==> src/rtl/sram_sp_ctrl.sv <==
// Single-port SRAM initiator: arbitrates write/read requests onto one port,
// returns read data in order through a credit-protected FWFT response FIFO.
module sram_sp_ctrl #(
  parameter int unsigned DATA_WIDTH  = 8,
  parameter int unsigned ADDR_WIDTH  = 8,
  parameter int unsigned RSP_DEPTH   = 4,
  parameter int unsigned LAYER_WORDS = 256
) (
  input  logic                  clk,
  input  logic                  rst,
  input  logic                  wr_valid,
  output logic                  wr_ready,
  input  logic [ADDR_WIDTH-1:0] wr_addr,
  input  logic [DATA_WIDTH-1:0] wr_data,
  input  logic                  rd_valid,
  output logic                  rd_ready,
  input  logic [ADDR_WIDTH-1:0] rd_addr,
  output logic                  rsp_valid,
  input  logic                  rsp_ready,
  output logic [DATA_WIDTH-1:0] rsp_data,
  output logic                  cs,
  output logic                  we,
  output logic                  oe,
  output logic [ADDR_WIDTH-1:0] addr,
  output logic [DATA_WIDTH-1:0] din,
  input  logic [DATA_WIDTH-1:0] dout,
  output logic                  layer_done
);

  localparam int unsigned CRD_W = $clog2(RSP_DEPTH + 1);
  localparam int unsigned PTR_W = (RSP_DEPTH > 1) ? $clog2(RSP_DEPTH) : 1;
  localparam int unsigned LYR_W = (LAYER_WORDS > 1) ? $clog2(LAYER_WORDS) : 1;

  localparam logic [CRD_W-1:0] CRD_MAX  = CRD_W'(RSP_DEPTH);
  localparam logic [PTR_W-1:0] PTR_LAST = PTR_W'(RSP_DEPTH - 1);
  localparam logic [LYR_W-1:0] LYR_LAST = LYR_W'(LAYER_WORDS - 1);

  typedef enum logic {
    PRIO_WR = 1'b0,
    PRIO_RD = 1'b1
  } prio_e;

  prio_e                 prio_q, prio_d;
  logic [CRD_W-1:0]      credit_q, credit_d;
  logic                  cs_q, cs_d;
  logic                  we_q, we_d;
  logic                  oe_q, oe_d;
  logic [ADDR_WIDTH-1:0] addr_q, addr_d;
  logic [DATA_WIDTH-1:0] din_q, din_d;
  logic                  cap_q, cap_d;
  logic [DATA_WIDTH-1:0] mem_q [RSP_DEPTH];
  logic [DATA_WIDTH-1:0] mem_d [RSP_DEPTH];
  logic [PTR_W-1:0]      wptr_q, wptr_d;
  logic [PTR_W-1:0]      rptr_q, rptr_d;
  logic [CRD_W-1:0]      cnt_q, cnt_d;
  logic [LYR_W-1:0]      lyr_q, lyr_d;
  logic                  layer_done_q, layer_done_d;

  logic rd_elig;
  logic contested;
  logic wr_acc;
  logic rd_acc;
  logic rsp_pop;

  function automatic logic [PTR_W-1:0] ptr_inc(input logic [PTR_W-1:0] p);
    return (p == PTR_LAST) ? '0 : p + PTR_W'(1);
  endfunction

  // Handshake and arbitration: the side holding priority blocks the other only when both compete
  always_comb begin
    rd_elig   = rd_valid && (credit_q < CRD_MAX);
    contested = wr_valid && rd_elig;
    wr_ready  = !rst && !(rd_elig && (prio_q == PRIO_RD));
    rd_ready  = !rst && (credit_q < CRD_MAX) && !(wr_valid && (prio_q == PRIO_WR));
    wr_acc    = wr_valid && wr_ready;
    rd_acc    = rd_valid && rd_ready;
    rsp_valid = (cnt_q != '0);
    rsp_data  = rsp_valid ? mem_q[rptr_q] : '0;
    rsp_pop   = rsp_valid && rsp_ready;
  end

  // Next-state logic for pins, read-capture pipeline, FIFO, credits and layer counter
  always_comb begin
    prio_d       = prio_q;
    credit_d     = credit_q + CRD_W'(rd_acc) - CRD_W'(rsp_pop);
    cs_d         = wr_acc || rd_acc;
    we_d         = wr_acc;
    oe_d         = rd_acc;
    addr_d       = addr_q;
    din_d        = din_q;
    cap_d        = cs_q && oe_q;
    mem_d        = mem_q;
    wptr_d       = wptr_q;
    rptr_d       = rptr_q;
    cnt_d        = cnt_q + CRD_W'(cap_q) - CRD_W'(rsp_pop);
    lyr_d        = lyr_q;
    layer_done_d = 1'b0;

    if (contested) begin
      prio_d = (prio_q == PRIO_WR) ? PRIO_RD : PRIO_WR;
    end

    if (wr_acc) begin
      addr_d = wr_addr;
      din_d  = wr_data;
      if (lyr_q == LYR_LAST) begin
        lyr_d        = '0;
        layer_done_d = 1'b1;
      end else begin
        lyr_d = lyr_q + LYR_W'(1);
      end
    end else if (rd_acc) begin
      addr_d = rd_addr;
    end

    // dout is valid the cycle after the read access; capture it into the FIFO tail
    if (cap_q) begin
      mem_d[wptr_q] = dout;
      wptr_d        = ptr_inc(wptr_q);
    end
    if (rsp_pop) begin
      rptr_d = ptr_inc(rptr_q);
    end
  end

  always_ff @(posedge clk) begin
    mem_q <= mem_d;
    if (rst) begin
      prio_q       <= PRIO_WR;
      credit_q     <= '0;
      cs_q         <= 1'b0;
      we_q         <= 1'b0;
      oe_q         <= 1'b0;
      addr_q       <= '0;
      din_q        <= '0;
      cap_q        <= 1'b0;
      wptr_q       <= '0;
      rptr_q       <= '0;
      cnt_q        <= '0;
      lyr_q        <= '0;
      layer_done_q <= 1'b0;
    end else begin
      prio_q       <= prio_d;
      credit_q     <= credit_d;
      cs_q         <= cs_d;
      we_q         <= we_d;
      oe_q         <= oe_d;
      addr_q       <= addr_d;
      din_q        <= din_d;
      cap_q        <= cap_d;
      wptr_q       <= wptr_d;
      rptr_q       <= rptr_d;
      cnt_q        <= cnt_d;
      lyr_q        <= lyr_d;
      layer_done_q <= layer_done_d;
    end
  end

  assign cs         = cs_q;
  assign we         = we_q;
  assign oe         = oe_q;
  assign addr       = addr_q;
  assign din        = din_q;
  assign layer_done = layer_done_q;

endmodule

==> config.mk <==
export PLATFORM = sky130hd
export DESIGN_NAME = sram_sp_ctrl
export DESIGN_NICKNAME = d
export VERILOG_FILES = /design/src/rtl/sram_sp_ctrl.sv
export SDC_FILE = /design/constraint.sdc
export NUM_CORES = 1
export LEC_CHECK = 0
export BUFFER_PORTS_ARGS = -buffer_cell sky130_fd_sc_hd__buf_2
export CAP_MARGIN = 20
export CORE_MARGIN = 4
export CORE_UTILIZATION = 55
export CTS_CLUSTER_DIAMETER = 30
export DETAILED_ROUTE_END_ITERATION = 7
export HOLD_SLACK_MARGIN = 0.02
export PLACE_DENSITY = 0.88
export RECOVER_POWER = 100
export SYNTH_ARGS = -nofsm -noshare
export SYNTH_HDL_FRONTEND = slang
export SYNTH_SLANG_ARGS = --single-unit
==> constraint.sdc <==
create_clock -name clk -period 6.9 [get_ports clk]
set_input_delay 0.69 -clock clk [delete_from_list [all_inputs] [get_ports clk]]
set_output_delay 0.69 -clock clk [all_outputs]
set_load 0.02 [all_outputs]
== After elaboration in Yosys (flattened, before gate mapping) ==
Cells that the tools add are included.

* Bitwise logic cells: 4
* Add/subtract/negate cells: 7
* Reduce and logical (&&, ||, !) cells: 19
* Equality and inequality tests: 3
* Muxes and demuxes: 14
* Magnitude comparators: 4

{| class="wikitable"
|+ Operator list
! kind !! number
|-
| $mux 8 || 7
|-
| $bwmux 32 || 1
|-
| $bmux 8 s2 || 1
|-
| $demux 8 s2 || 1
|-
| $logic_and 1x1->1 || 12
|-
| $add 8x1->8 const B || 1
|-
| $eq 8x8->1 const B || 1
|-
| $add 3x1->3 || 2
|-
| $ge 3x3->1 const B || 2
|-
| $not 2->3 || 2
|-
| $sub 3x1->3 || 2
|-
| $add 2x1->2 const B || 2
|-
| $eq 2x2->1 const B || 2
|-
| $mux 2 || 2
|-
| $logic_not 1->1 || 3
|-
| $lt 3x1->1 const B || 1
|-
| $lt 3x3->1 const B || 1
|-
| $reduce_bool 3->1 || 1
|-
| $mux 1 || 2
|-
| $not 1->1 || 2
|-
| $reduce_bool 2->1 || 1
|-
| $reduce_or 2->1 || 1
|-
| $logic_or 1x1->1 || 1
|}

* Word-level logic and storage cells: 68
* Bits of input ports: 37
* Output and inout port bits: 31
* Register bits after elaboration: 72

== Longest topological paths before layout ==
Gate-level depths: netlist (run 1).

* Depth after elaboration: 8
* Mapped depth: 11
* Mapped depth without buffers: 11

== Least setup slack after synthesis (run 1) ==
Ideal clock, no wire load.

* Path type: input -> register
* From: input port wr_valid
* To: register credit_q[2]
* Library setup time: 0.128 ns
* Setup slack: 4.217 ns
* Stages: 11
* Buffers on the path: 1
* Data required time: 6.772 ns
* Arrival time: 2.555 ns
* Cells stage by stage: buf_6 nor2b_1 nor3b_4 inv_1 ha_1 inv_1 ha_1 fa_1 xnor2_1 xnor2_1 nor2_1

* Longest elaborated chain between the ends: 6

{| class="wikitable"
|+ Ends and longest elaborated chain
! element !! line !! text
|-
| start, declared || 11 || <nowiki>input logic wr_valid,</nowiki>
|-
| $logic_and 1x1->1 || 74 || <nowiki>rd_ready = !rst && (credit_q < CRD_MAX) && !(wr_valid && (prio_q == PRIO_WR));</nowiki>
|-
| $logic_not 1->1 || 74 ||
|-
| $logic_and 1x1->1 || 74 ||
|-
| $logic_and 1x1->1 || 76 || <nowiki>rd_acc = rd_valid && rd_ready;</nowiki>
|-
| $add 3x1->3 || 85 || <nowiki>credit_d = credit_q + CRD_W'(rd_acc) - CRD_W'(rsp_pop);</nowiki>
|-
| $sub 3x1->3 || 85 ||
|-
| end signal, assigned || 144 || <nowiki>credit_q <= credit_d;</nowiki>
|-
| end, declared || 44 || <nowiki>logic [CRD_W-1:0] credit_q, credit_d;</nowiki>
|}

Every way passes these cells.
A chain may end at the register's enable or synchronous reset.

== Worst setup path in the final report (run 1) ==
* From: input port rst
* To: register credit_q[2]

* Longest elaborated chain between the ends: 6

{| class="wikitable"
|+ Ends and longest elaborated chain
! element !! line !! text
|-
| start, declared || 10 || <nowiki>input logic rst,</nowiki>
|-
| $logic_not 1->1 || 74 ||
|-
| $logic_and 1x1->1 (2 in a row) || 74 ||
|-
| $logic_and 1x1->1 || 76 ||
|-
| $add 3x1->3 || 85 ||
|-
| $sub 3x1->3 || 85 ||
|}

Parallel ways exist; a longest one is shown, timed or not.

==> impl.org, run 1 <==
** STA
- Setup violations remaining at the end of the flow were counted as 0.
- Unrepaired setup endpoints after global routing :: no
- Worst Skew :: roughly 6.5 ps
- Static timing analysis puts the maximum clock frequency at roughly 260 MHz.
- Hold Violations, Final :: 0
- In this run the tightest slew margin relative to its limit is -11.0%.
- For the pin with the worst max-slew slack, the measured transition is between 1500 and 2000 ps.
- The count of pins over their slew limit came to approximately 40.
- Setup slack of the critical path after layout :: 3070 ps
- Final-layout worst hold slack :: 462 ps
- In the finished design, the share of the clock period the worst path needs comes to 55.5%.
- Summed over all failing endpoints, the final setup total negative slack is 0 ps.
- Period minus WS final :: 3830 ps

** Clock tree
- After clock tree synthesis, the clock-pin slew on the worst setup and hold paths is roughly 70 ps.
- Clock Path Buffers :: 2
- At the later pin of the worst-skew pair, clock insertion delay measures 340 ps.
- Buffers inserted by post-CTS timing repair :: 0
- In this run, post-CTS repair resized a total of 0 instances.
- The number of clock buffers added by TritonCTS is 9.
- Clock tree from TritonCTS :: done
- Number of clock sinks seen by CTS :: about 70
- Deepest level of the CTS H-tree :: 3
- Clk root buf :: sky130_fd_sc_hd__clkbuf_8
- Hold-fix buffer count after cts :: 0

** Detailed routing
- For this block, the via count after detailed routing is 2091.
- Antenna-violating nets left :: 0
- After the first detailed-routing iteration, the DRC count stood at 114.
- Post-route DRC violation count :: 0
- In the routed layout, each cell is associated on average with a via count of approximately 5.3.
- Number of detailed-routing iterations run before antenna repair :: 4
- The routed design has 5940 µm of wire.
- After detailed routing, the average wire length per cell comes to approximately 15 µm.

** Min path
- For hold timing, the worst endpoint is din[6].
- Number of instances on the worst hold path :: 2
- The startpoint identified for the worst hold timing path is din[6].
- Path type of the worst min-delay path :: flip-flop to flip-flop

** Logic synthesis
- Cell count after synthesis :: between 200 and 300
- In the synthesized netlist the dominant register cell turns out to be sky130_fd_sc_hd__dfxtp_1.
- Synthesized area per cell :: 12.0 µm²
- During synthesis, Yosys emitted a total of 0 warnings.
- Number of unique standard cell types used by synthesis :: 38
- For this run, the register share of the synthesized area comes to 58.6%.
- Number of enable flip-flop cells after synthesis :: 32
- After synthesis the netlist holds a flip-flop and latch count of between 70 and 80.
- For this run, asynchronously set or reset flops after synthesis account for 0%.
- Synthesis produced a netlist with a net count of about 300.
- In this run the cell area of the synthesized design comes to about 3000 µm².

** GRT
- Entering global routing, the biggest net connects 41 pins.
- The via count of the first global-routing pass came to roughly 2k.
- After global routing the overflow that remains totals 0.
- Number of antenna violations at the first check in global routing :: 0
- Global routing consumed, over all layers together, 19.2% of the routing resources.
- The first global-routing pass estimated 9540 µm of wire.

** Place
- Inst Count DP :: between 300 and 400
- At the end of routability-driven placement, the weighted congestion stood at 0.751.
- Count of input and output buffers :: between 60 and 70
- Detailed placement finished with a half-perimeter wire length of 4150 µm.
- Post-Place Setup Slack :: 3790 ps
- After detailed placement, the total cell area comes to 3350 µm².

** Setup path
- The worst register-to-register path begins at credit_q[2].
- Counting cells, the worst reg-to-reg path comes to 10.
- Worst Path Max Fanout :: 40
- STA classifies the critical path endpoint as a flip-flop.
- The worst setup path is launched from an input port.
- Required time of the critical path :: 7060 ps
- Worst EP arrival :: ~4000 ps
- Worst setup startpoint :: rst
- Worst setup path category :: input port to flip-flop
- Slack of the worst reg-to-reg path :: 3670 ps
- The endpoint identified for the worst register-to-register timing path is credit_q[2].

** Floorplanning
- Die span in x :: 81.9 µm
- Standard-cell rows :: 26
- Top-level I/O count :: 68
- Core Box Area :: 5200 µm²
- Starting density of the core :: around 58%
- Total Die Area :: 6710 µm²
- The die is about 82 µm tall.

** Cells and area
- 0 antenna diodes ended up in the layout.
- After the flow finishes, the layout carries non-filler instances totaling roughly 390.
- In the final layout, the share of cells above drive strength 1 is 16.8%.
- NumNets Final :: approximately 370
- Leaving out fill and tap cells, the most frequent cells in the layout are 40 x sky130_fd_sc_hd__dfxtp_1, 40 x sky130_fd_sc_hd__clkbuf_1, 38 x sky130_fd_sc_hd__nand2_1, 32 x sky130_fd_sc_hd__edfxtp_1, 27 x sky130_fd_sc_hd__buf_2.
- Area overhead of the layout relative to synthesis :: 17.3%
- With fillers left out, the area of the finished cells amounts to 3520 µm².

** Power and ir drop
- VDD sags by at most 0.177 mV.
- PwrDens :: 333 nW/µm²
- Cell leakage power :: 1.31 nW

** Outcome
- Violations in the final reports :: capacitance limit, slew limit
- Result of the run :: finished, violations left

** Job
- Across the run, the number of max-cap violations was 1.
==> cells in the mapped netlist (2+ instances only) <==
library cell,count,area share [%]
sky130_fd_sc_hd__fa_1,2,1.3
sky130_fd_sc_hd__or3_1,2,0.42
sky130_fd_sc_hd__ha_1,10,4.2
sky130_fd_sc_hd__a22oi_1,8,2.0
sky130_fd_sc_hd__nand3_1,2,0.33
sky130_fd_sc_hd__mux4_2,8,6.0
sky130_fd_sc_hd__xnor2_1,6,1.7
sky130_fd_sc_hd__and2_1,13,2.7
sky130_fd_sc_hd__or4_1,3,0.75
sky130_fd_sc_hd__clkbuf_8,2,0.92
sky130_fd_sc_hd__xor2_1,2,0.58
sky130_fd_sc_hd__nor3_1,2,0.33
sky130_fd_sc_hd__nor2_1,12,1.5
sky130_fd_sc_hd__nor2b_1,4,0.83
sky130_fd_sc_hd__nor4_1,2,0.42
sky130_fd_sc_hd__mux2i_1,2,0.67
sky130_fd_sc_hd__edfxtp_1,32,32
sky130_fd_sc_hd__inv_1,12,1.5
sky130_fd_sc_hd__dfxtp_1,40,27
sky130_fd_sc_hd__nand2_1,38,4.7
sky130_fd_sc_hd__o21ai_0,3,0.50
sky130_fd_sc_hd__buf_2,3,0.50
sky130_fd_sc_hd__a21oi_1,23,3.8
sky130_fd_sc_hd__clkbuf_1,5,0.62
==> cells by family (layout without fill, tap and decap cells) <==
family | count (synthesis) | count (layout) | share of synthesized area (%)
and+or+nand+nor | 86 | 86 | 15.2
DFF | 72 | 72 | 58.6
AOI/OAI and AO/OA | 39 | 39 | 7.75
buffers and inverters | 23 | 95 | 3.91
adders and majority gates | 12 | 12 | 5.50
muxes | 10 | 10 | 6.66
xor gates and xnor gates | 8 | 8 | 2.33
==> worst max-delay path, cell delays in order <==
cell	delay [ps]
sky130_fd_sc_hd__clkbuf_1	620
sky130_fd_sc_hd__nor3b_1	1180
sky130_fd_sc_hd__inv_1	110
sky130_fd_sc_hd__ha_1	320
sky130_fd_sc_hd__inv_1	40
sky130_fd_sc_hd__ha_1	180
sky130_fd_sc_hd__fa_1	400
sky130_fd_sc_hd__xnor2_1	230
sky130_fd_sc_hd__xnor2_1	150
sky130_fd_sc_hd__nor2_1	60
==> state kept, by name, indices dropped and copies added, names as in the netlist <==
register and count:
cs 1, wptr_q 2, addr 8, din 8
credit_q 3, rptr_q 2, cnt_q 3, cap_q 1
prio_q 1, layer_done 1, oe 1, lyr_q 8
mem_q 32, we 1
==> worst max path at each step <==
stage	to	cells past startpoint
3_3_place_gp	credit_q[2]	10
2_1_floorplan	credit_q[2]	11
5_1_grt	credit_q[2]	10
6_report	credit_q[2]	10
3_5_place_dp	credit_q[2]	10
4_1_cts	credit_q[2]	10
==> per-stage QoR <==
stage	total power, W	utilization (%)
after detailed placement	0.000807	64.4
after global routing	0.00124	67.7
final	0.00117	67.7
after global placement	0.000791	64.4
after CTS	0.00120	68.9
after floorplan	0.000723	-
==> routing by layer <==
metal / track usage, % / share of wire (%) / vias to the layer above
met1: 23.1 / 42 / 999
met5: 0 / 0 / -
met2: 32.6 / 50 / 69
li1: - / - / 1012
met3: 5.26 / 5.6 / 11
met4: 7.97 / 1.9 / 0
==> report_power, final <==
part / total (W) / switching [W] / internal [W]
registers: 0.000509 / 0.0000334 / 0.000475
logic: 0.000276 / 0.000159 / 0.000117
clock network: 0.000390 / 0.000153 / 0.000237
==> layout make-up <==
| class | count | area [µm²] |
|---|---|---|
| well taps | 70 | 87.6 |
| clock buffers | 9 | 124 |
| fillers | 419 | 1680 |
| inverters | 12 | 45.0 |
| multi-input cells | 155 | 1110 |
| clock inverters | 7 | 110 |
| repair buffers | 67 | 285 |
| flip-flops and latches | 72 | 1760 |
No activity file was read; power rests on OpenSTA's default activity.
==> run 2, diff against run 1 <==
--- a/config.mk
+++ b/config.mk
@@ -5,14 +5,15 @@
 export SDC_FILE = /design/constraint.sdc
 export NUM_CORES = 1
 export LEC_CHECK = 0
+export ABC_AREA = 1
 export BUFFER_PORTS_ARGS = -buffer_cell sky130_fd_sc_hd__buf_2
 export CAP_MARGIN = 20
 export CORE_MARGIN = 4
-export CORE_UTILIZATION = 55
+export CORE_UTILIZATION = 54
 export CTS_CLUSTER_DIAMETER = 30
 export DETAILED_ROUTE_END_ITERATION = 7
 export HOLD_SLACK_MARGIN = 0.02
-export PLACE_DENSITY = 0.88
+export PLACE_DENSITY = 0.86
 export RECOVER_POWER = 100
 export SYNTH_ARGS = -nofsm -noshare
 export SYNTH_HDL_FRONTEND = slang
==> constraint.sdc (replaced) <==
create_clock -name clk -period 3.8 [get_ports clk]
set_input_delay 0.38 -clock clk [delete_from_list [all_inputs] [get_ports clk]]
set_output_delay 0.38 -clock clk [all_outputs]
set_load 0.02 [all_outputs]
==> run 2 against run 1 <==
Against the previous run:
- final area rose by 2.4%
- clock power is 52% higher
- register-to-register slack worse by 2500 ps
- die area up 4.7%
- the run now ends clean
- synthesized area grew 3.3%
- final cell count up 23%
- clock skew about the same
==> impl.org, run 2 <==
** Outcome
- Result of the run :: finished clean

** Floorplanning
- The total core area was 5540 µm² (+6.4%).
- The die area was 7020 µm² (+4.7%).
- Vertical die dimension :: 83.8 µm (+2.3%)
- Standard-cell rows :: 27 (+3.8%)
- The total I/O pin count was 68 (unchanged).
- The die span in x came to 83.8 µm (+2.3%).
- The effective utilization at floorplan came to 56.0% (-1.7 points).

** GRT
- Number of antenna violations at the first check in global routing :: 0 (unchanged)
- First-pass GRT wire length :: 10400 µm (+9.4%)
- The largest net degree at the start of global routing came to 27 (-34%).
- Total congestion overflow after global routing :: 0 (unchanged)
- Gr usage total :: 18.6% (-0.68 points)
- Vias in the first global route :: 2410 (+18%)

** STA
- Worst Skew :: 6.65 ps (+0.108 ps)
- Final setup violation count :: 0 (unchanged)
- The relative slew slack came to 45.9% (+57 points).
- After layout, the minimum clock period comes to 2590 ps.
- Setup repair after global routing left no endpoint under its margin.
- Max-slew violation count :: 0 (-100%)
- The minimum hold slack was 228 ps (-234 ps).
- Setup slack of the critical path after layout :: 1210 ps (-1860 ps)
- The worst path uses 68.2% of the clock period.
- The total count of hold-check failures in the final report came to 0 (unchanged).
- Setup tns final :: 0 ps (unchanged)
- Based on the critical path, the design can be clocked at up to between 300 and 400 MHz.
- The transition time at the pin with the least slew margin is 811 ps (-853 ps).

** Power and ir drop
- The worst-case vdd ir drop is 0.281 mV (+58%).
- Internal Dissipation :: 0.00136 W (+65%)
- The net switching power figure was 0.000752 W (+120%).
- Share of total power in sequential cells :: 44.5% (+1.2 points)
- The reported leakage power came to 1.52 nW (+16%).
- The clock share of power is 27.9% (-5.3 points).
- The share of total power consumed by net switching came to 35.5% (+6.1 points).
- Combinational Power Share :: 27.6% (+4.1 points)
- PwrDens :: 587 nW/µm² (+76%)

** Cells and area
- Number of flip-flops under the largest register name :: 32 (unchanged)
- The number of standard cells in the layout, taps in and fillers out was 484 (+23%).
- Share of final-layout standard cells stronger than drive strength 1 :: 12.6% (-4.1 points)
- Top reg by flops :: mem_q
- From synthesis to final layout, the design area changed by 16.3%.
- NumNets Final :: 456 (+25%)
- Leaving out fill and tap cells, the most frequent cell in the layout is sky130_fd_sc_hd__nor2_1.
- Number of diodes :: 0 (unchanged)
- In the layout the commonest cells are 53 x sky130_fd_sc_hd__nor2_1, 51 x sky130_fd_sc_hd__nand2_1, 46 x sky130_fd_sc_hd__inv_1, 40 x sky130_fd_sc_hd__dfxtp_1, 38 x sky130_fd_sc_hd__clkbuf_1.

** Place
- The number of buffers added on ports is 67 (unchanged).
- The count of placed standard cells including taps is 468 (+24%).
- The setup slack after placement was 1310 ps (-2480 ps).
- Half-perimeter wire length of the detailed placement result :: 4260 µm (+2.8%)
- The routability congestion estimate is 0.807 (+7.5%).

** Setup path
- The data required time at the worst endpoint is 4080 ps (-2980 ps).
- Critical Path Source Type :: flip-flop
- Largest stage delay, worst path :: 410 ps (-770 ps)
- Walking the worst path, the cells encountered are nor3_4 > clkinv_1 > nand2_1 > inv_1 > ha_1 > inv_1 > ha_1 > inv_1 > fa_1 > xnor2_1 > o21ai_0 > a21oi_1.
- The highest fanout seen on the critical path was 9 (-78%).
- Worst EP arrival :: 2870 ps (-1120 ps)
- Type of element capturing the critical path :: flip-flop
- CP max stage cell :: sky130_fd_sc_hd__nor3_4
- Most common cell type on the critical path :: sky130_fd_sc_hd__inv_1
- Worst setup path category :: flip-flop to flip-flop
- The setup slack of the most critical reg-to-reg path is 1210 ps (-2460 ps).

** Clock tree
- TritonCTS built the clock tree.
- Deepest level of the CTS H-tree :: 3 (unchanged)
- Buffers inserted by post-CTS timing repair :: 0 (unchanged)
- The clock latency on the worst-skew pair is 350 ps (about the same).
- CTS placed an instance of sky130_fd_sc_hd__clkbuf_8 at the clock tree root.
- The maximum root-to-sink buffer count came to 2 (unchanged).
- CTS buffer count :: 9 (unchanged)
- The number of sinks handled by clock tree synthesis came to 72 (unchanged).
- Reg clk slew, reported paths :: 80 ps (about the same)
- The post-cts resize count is 0 (unchanged).
- Hold-fix buffer count after cts :: 0 (unchanged)

** Job
- Total of max-cap violations :: 0 (-1)

** Detailed routing
- The number of remaining DRC errors came to 0 (unchanged).
- The count of routing violations after the opening detailed-route iteration is 99 (-13%).
- Number of detailed-routing iterations run before antenna repair :: 4 (unchanged)
- The per-cell via count in the routed design was 5.01 (-6.1%).
- Routed wire length :: 6180 µm (+4.0%)
- The total via count after detailed routing was 2424 (+16%).
- The routed wire length per instance was 12.8 µm (-16%).
- Antenna-violating nets left :: 0 (unchanged)

** Logic synthesis
- The average cell area after synthesis is 9.13 µm² (-24%).
- The cell area after synthesis came to 3100 µm² (+3.3%).
- Number of unique standard cell types used by synthesis :: 29 (-24%)
- The share of synthesized flip-flops with an asynchronous set or reset is 0% (unchanged).
- Sequential fraction of the synthesis area :: 56.8% (-1.9 points)
- The count of state elements after synthesis came to 72 (unchanged).
- Total of warnings raised by yosys :: 0 (unchanged)
- Commonest cells in the netlist :: 52 x sky130_fd_sc_hd__nor2_1, 51 x sky130_fd_sc_hd__nand2_1, 43 x sky130_fd_sc_hd__inv_1, 40 x sky130_fd_sc_hd__dfxtp_1, 32 x sky130_fd_sc_hd__edfxtp_1
- For this run, the leading register cell type out of synthesis is sky130_fd_sc_hd__dfxtp_1.
- Ranked by total cell area, the synthesized netlist is headed by sky130_fd_sc_hd__edfxtp_1 31%, sky130_fd_sc_hd__dfxtp_1 26%, sky130_fd_sc_hd__nor2_1 6.3%.
- By instance count, the leading cell after synthesis is sky130_fd_sc_hd__nor2_1.
- Yosys top cell area share :: 31.0% (-1.0 points)
- Of all cell types, the one taking the most synthesized area is sky130_fd_sc_hd__edfxtp_1.
- Net Count, Synth :: 389 (+30%)
- The gate count of the mapped netlist came to 340 (+36%).
- The number of enable flip-flop cells after synthesis is 32 (unchanged).

** Min path
- Path type of the worst min-delay path :: input port to flip-flop
==> run 2: stage by stage <==
step / utilization [%] / power, W / instance area [µm²]
after global routing: 65.1 / 0.00225 / 3610
after CTS: 66.1 / 0.00216 / 3660
after detailed placement: 62.6 / 0.00156 / 3470
final: 65.1 / 0.00212 / 3610
after global placement: 62.6 / 0.00153 / 3470
after floorplan: - / 0.00137 / 3100
==> run 2: power by group through the flow <==
stage	Combinational, W	Sequential, W	Clock [W]
floorplan	0.000428	0.000946	0
finish	0.000583	0.000942	0.000592
CTS	0.000610	0.000942	0.000604
detailed placement	0.000604	0.000958	0
global route	0.000662	0.000952	0.000639
global placement	0.000573	0.000955	0
==> run 2: worst max-delay path, delay by kind of cell (launching register included) <==
family                   cells  cell delay, ps
AO/OA/AOI/OAI                2             240
XOR/XNOR                     1             190
adder cells (fa/ha/maj)      3             790
buffers and inverters        4             360
flip-flops                   1             360
AND/OR/NAND/NOR              2             570
==> run 2: layout make-up <==
class                      instances  area (µm²)
clock buffer                       9         124
clock inverter                     7        71.3
fill                             465        1930
inverter                          49         184
multi-input combinational        208        1090
sequential                        72        1760
tap                               72        90.1
timing repair buffer              67         288
==> run 2: cell families after synthesis <==
kind of cell | share of synthesized area (%)
adders and majority gates | 5.32
AOI/OAI and AO/OA | 9.23
and+or+nand+nor | 19.6
xor gates and xnor gates | 1.13
buffers and inverters | 7.90
DFF | 56.8
==> run 2: path summary, 6_finish.rpt <==
kind,startpoint,endpoint,cells past startpoint
worst max-delay path,cnt_q[1],cnt_q[2],12
worst min-delay path,wr_data[2],din[2],3
worst max register to register,cnt_q[1],cnt_q[2],12
worst min register to register,oe,cap_q,2
==> run 2: per-layer routing <==
layer	GRT usage, %	vias to the layer above	part of all wire [%]
met1	21.6	1087	41
met4	7.60	0	1.8
met2	32.5	85	50
met3	4.64	14	7.0
met5	0	-	0
li1	-	1238	-
==> run 3, diff against run 2 <==
==> constraint.sdc (replaced) <==
create_clock -name clk -period 2.5 [get_ports clk]
set_input_delay 0.25 -clock clk [delete_from_list [all_inputs] [get_ports clk]]
set_output_delay 0.25 -clock clk [all_outputs]
set_load 0.02 [all_outputs]
==> run 3 against run 2 <==
Against the previous run:
- total power increased by 66%
- largest cell class unchanged
- sequential cell count is the same
- count of clock-buffer cells in the layout is 1 higher
- final area rose by 2.3%
==> impl.org, run 3 (synthesis gave the netlist of run 2 again) <==
** Detailed routing
- Starting DRC count in detailed routing :: 106 (+7.1%)
- The number of remaining DRC errors was 0 (unchanged).
- Antenna-violating nets left :: 0 (unchanged)
- The count of TritonRoute iterations in the first routing pass was 5 (+1).
- The aggregate routed wire length came to 6060 µm (-2.0%).
- The total via count after detailed routing is 2453 (+1.2%).
- Routed length per instance :: 12.4 µm (-3.0%)
- The per-cell via count in the routed design was 5.02 (+0.16%).

** STA
- Slew at the pin closest to its max-slew limit :: 421 ps (-391 ps)
- The relative slew slack came to 72.0% (+26 points).
- Unrepaired setup endpoints after global routing :: no
- Final setup violation count :: 0 (unchanged)
- In the finished design, the share of the clock period the worst path needs comes to about nine tenths.
- Final-layout worst hold slack :: 97.1 ps (-131 ps)
- The count of pins over their slew limit is 0 (unchanged).
- Hold Violations, Final :: 0 (unchanged)
- Highest clock rate :: 446 MHz
- The final sum of negative setup slack is 0 ps (unchanged).
- Worst Skew :: 3.46 ps (-3.20 ps)
- After layout, the minimum clock period comes to 2240 ps.

** Clock tree
- Buffers inserted by post-CTS timing repair :: 0 (unchanged)
- The cell sitting at the root of the clock tree is a sky130_fd_sc_hd__clkbuf_8.
- Latest clock arrival within the worst-skew pair :: 340 ps (about the same)
- Reg clk slew, reported paths :: 70 ps (about the same)
- Number of clock sinks seen by CTS :: 72 (unchanged)
- Clock tree from TritonCTS :: done
- The post-cts resize count was 0 (unchanged).
- The H-tree depth came to 3 (unchanged).
- Hold-fix buffer count after cts :: 0 (unchanged)
- The clock buffer count from CTS came to 9 (unchanged).
- The maximum root-to-sink buffer count came to 2 (unchanged).

** Setup path
- The worst register-to-register path begins at prio_q.
- The worst setup path is of the flip-flop to primary output kind.
- Worst EP arrival :: 1990 ps (-880 ps)
- Worst Path Max Fanout :: 10 (+1)
- The worst-case reg-to-reg path depth is 9 (-3).
- The worst setup path is launched from a flip-flop.
- Required time of the critical path :: 2250 ps (-1830 ps)
- Type of element capturing the critical path :: primary output
- Worst setup startpoint :: rptr_q[0]
- The critical path ends at rsp_data[7].
- Slack of the worst reg-to-reg path :: 260 ps (-950 ps)
- Destination of the worst register-to-register timing path :: credit_q[2]

** Floorplanning
- Vertical die dimension :: 83.8 µm (unchanged)
- Die span in x :: 83.8 µm (unchanged)
- Core Box Area :: 5540 µm² (unchanged)
- Top-level I/O count :: 68 (unchanged)
- The number of core rows came to 27 (unchanged).
- The effective utilization at floorplan is 56.0% (unchanged).
- The die area is 7020 µm² (unchanged).

** Min path
- In this run the worst hold path is classified as input port to flip-flop.
- Worst hold start :: wr_data[3]
- The worst hold path depth came to 3 (unchanged).

** GRT
- The total global routing overflow was 0 (unchanged).
- The number of antenna violations at the first check in global routing was 0 (unchanged).
- The global-route usage over all layers came to 18.0% (-0.59 points).
- First-pass GRT wire length :: 10000 µm (-3.8%)
- The via count of the first global-routing pass was 2368 (-1.7%).
- The largest net degree at the start of global routing is 27 (unchanged).

** Power and ir drop
- The net switching power figure was 0.00110 W (+47%).
- The worst-case vdd ir drop came to 0.456 mV (+62%).
- PwrDens :: 950 nW/µm² (+62%)
- The sequential group share of total power was 39.9% (-4.6 points).
- Internal Dissipation :: 0.00240 W (+76%)
- Combinational Power Share :: 26.7% (-0.9 points)
- The share of total power consumed by net switching came to 31.5% (-4.0 points).
- The clock share of power is 33.5% (+5.6 points).
- The reported leakage power came to 1.57 nW (+3.9%).

** Cells and area
- The library cells used most frequently in the layout, excluding fill and tap cells, are 53 x sky130_fd_sc_hd__nor2_1, 52 x sky130_fd_sc_hd__nand2_1, 45 x sky130_fd_sc_hd__inv_1, 40 x sky130_fd_sc_hd__dfxtp_1, 39 x sky130_fd_sc_hd__clkbuf_1.
- NumNets Final :: 461 (+1.1%)
- Most common cell after layout, fill and taps aside :: sky130_fd_sc_hd__nor2_1
- The number of standard cells in the layout, taps in and fillers out came to 489 (+1.0%).
- Top reg by flops :: mem_q
- Number of flip-flops under the largest register name :: 32 (unchanged)
- Compared with the post-synthesis result, the final layout area differs by 19.0%.
- Final instance area :: 3690 µm² (+2.3%)
- The total inserted antenna cells is 0 (unchanged).
- The share of layout cells above drive strength 1 came to 13.4% (+0.81 points).

** Place
- Count of input and output buffers :: 67 (unchanged)
- The half-perimeter wire length of the detailed placement result came to 4240 µm (-0.49%).
- Inst Count DP :: 473 (+1.1%)
- Routability-driven placement congestion ratio :: 0.783 (-2.9%)
- Area post-placement :: 3500 µm² (+1.1%)

** Outcome
- Result of the run :: finished clean

** Job
- Total of max-cap violations :: 0 (unchanged)
==> run 3: how the worst min path moves through the flow <==
stage / slack (ps) / endpoint
after floorplan: 350 / mem_q[0]
after global placement: 420 / cap_q
after detailed placement: 420 / cap_q
after CTS: 90 / din[3]
after global routing: 90 / din[5]
final: 100 / din[3]
==> run 3: stage by stage <==
| stage | power, W | util [%] | setup slack [ps] |
|---|---|---|---|
| floorplan | 0.00209 | - | 249 |
| global placement | 0.00236 | 63.3 | 419 |
| detailed placement | 0.00240 | 63.3 | 292 |
| CTS | 0.00357 | 67.9 | 292 |
| global route | 0.00371 | 66.6 | 67.3 |
| finish | 0.00351 | 66.6 | 258 |
==> run 3: critical path, stage by stage (launching register included) <==
cell and delay [ps]:
sky130_fd_sc_hd__dfxtp_1 520, sky130_fd_sc_hd__clkbuf_1 390, sky130_fd_sc_hd__nor2_1 100, sky130_fd_sc_hd__nor2_1 140
sky130_fd_sc_hd__o21ai_0 110, sky130_fd_sc_hd__a21oi_1 140, sky130_fd_sc_hd__clkbuf_1 240
==> run 3: cell type report <==
class | instances | area, µm²
Clock buffer | 10 | 128
Inverter | 49 | 184
Fill cell | 465 | 1850
Clock inverter | 6 | 131
Sequential cell | 72 | 1760
Multi-Input combinational cell | 208 | 1070
Timing Repair Buffer | 72 | 323
Tap cell | 72 | 90.1
==> run 3: per-layer routing <==
layer  share of wire (%)  GRT usage (%)  wire length, µm
met1                  41           20.0             2490
met2                  50           31.1             3030
met3                 6.4           4.74              386
met4                 2.6           9.80              160
met5                   0              0                0
==> run 3: power groups by stage <==
stage	clock (W)	combinational [W]	sequential (W)
floorplan	0	0.000650	0.00144
global placement	0	0.000940	0.00142
finish	0.00117	0.000935	0.00140
global route	0.00125	0.00106	0.00141
detailed placement	0	0.000978	0.00142
CTS	0.00119	0.000983	0.00140
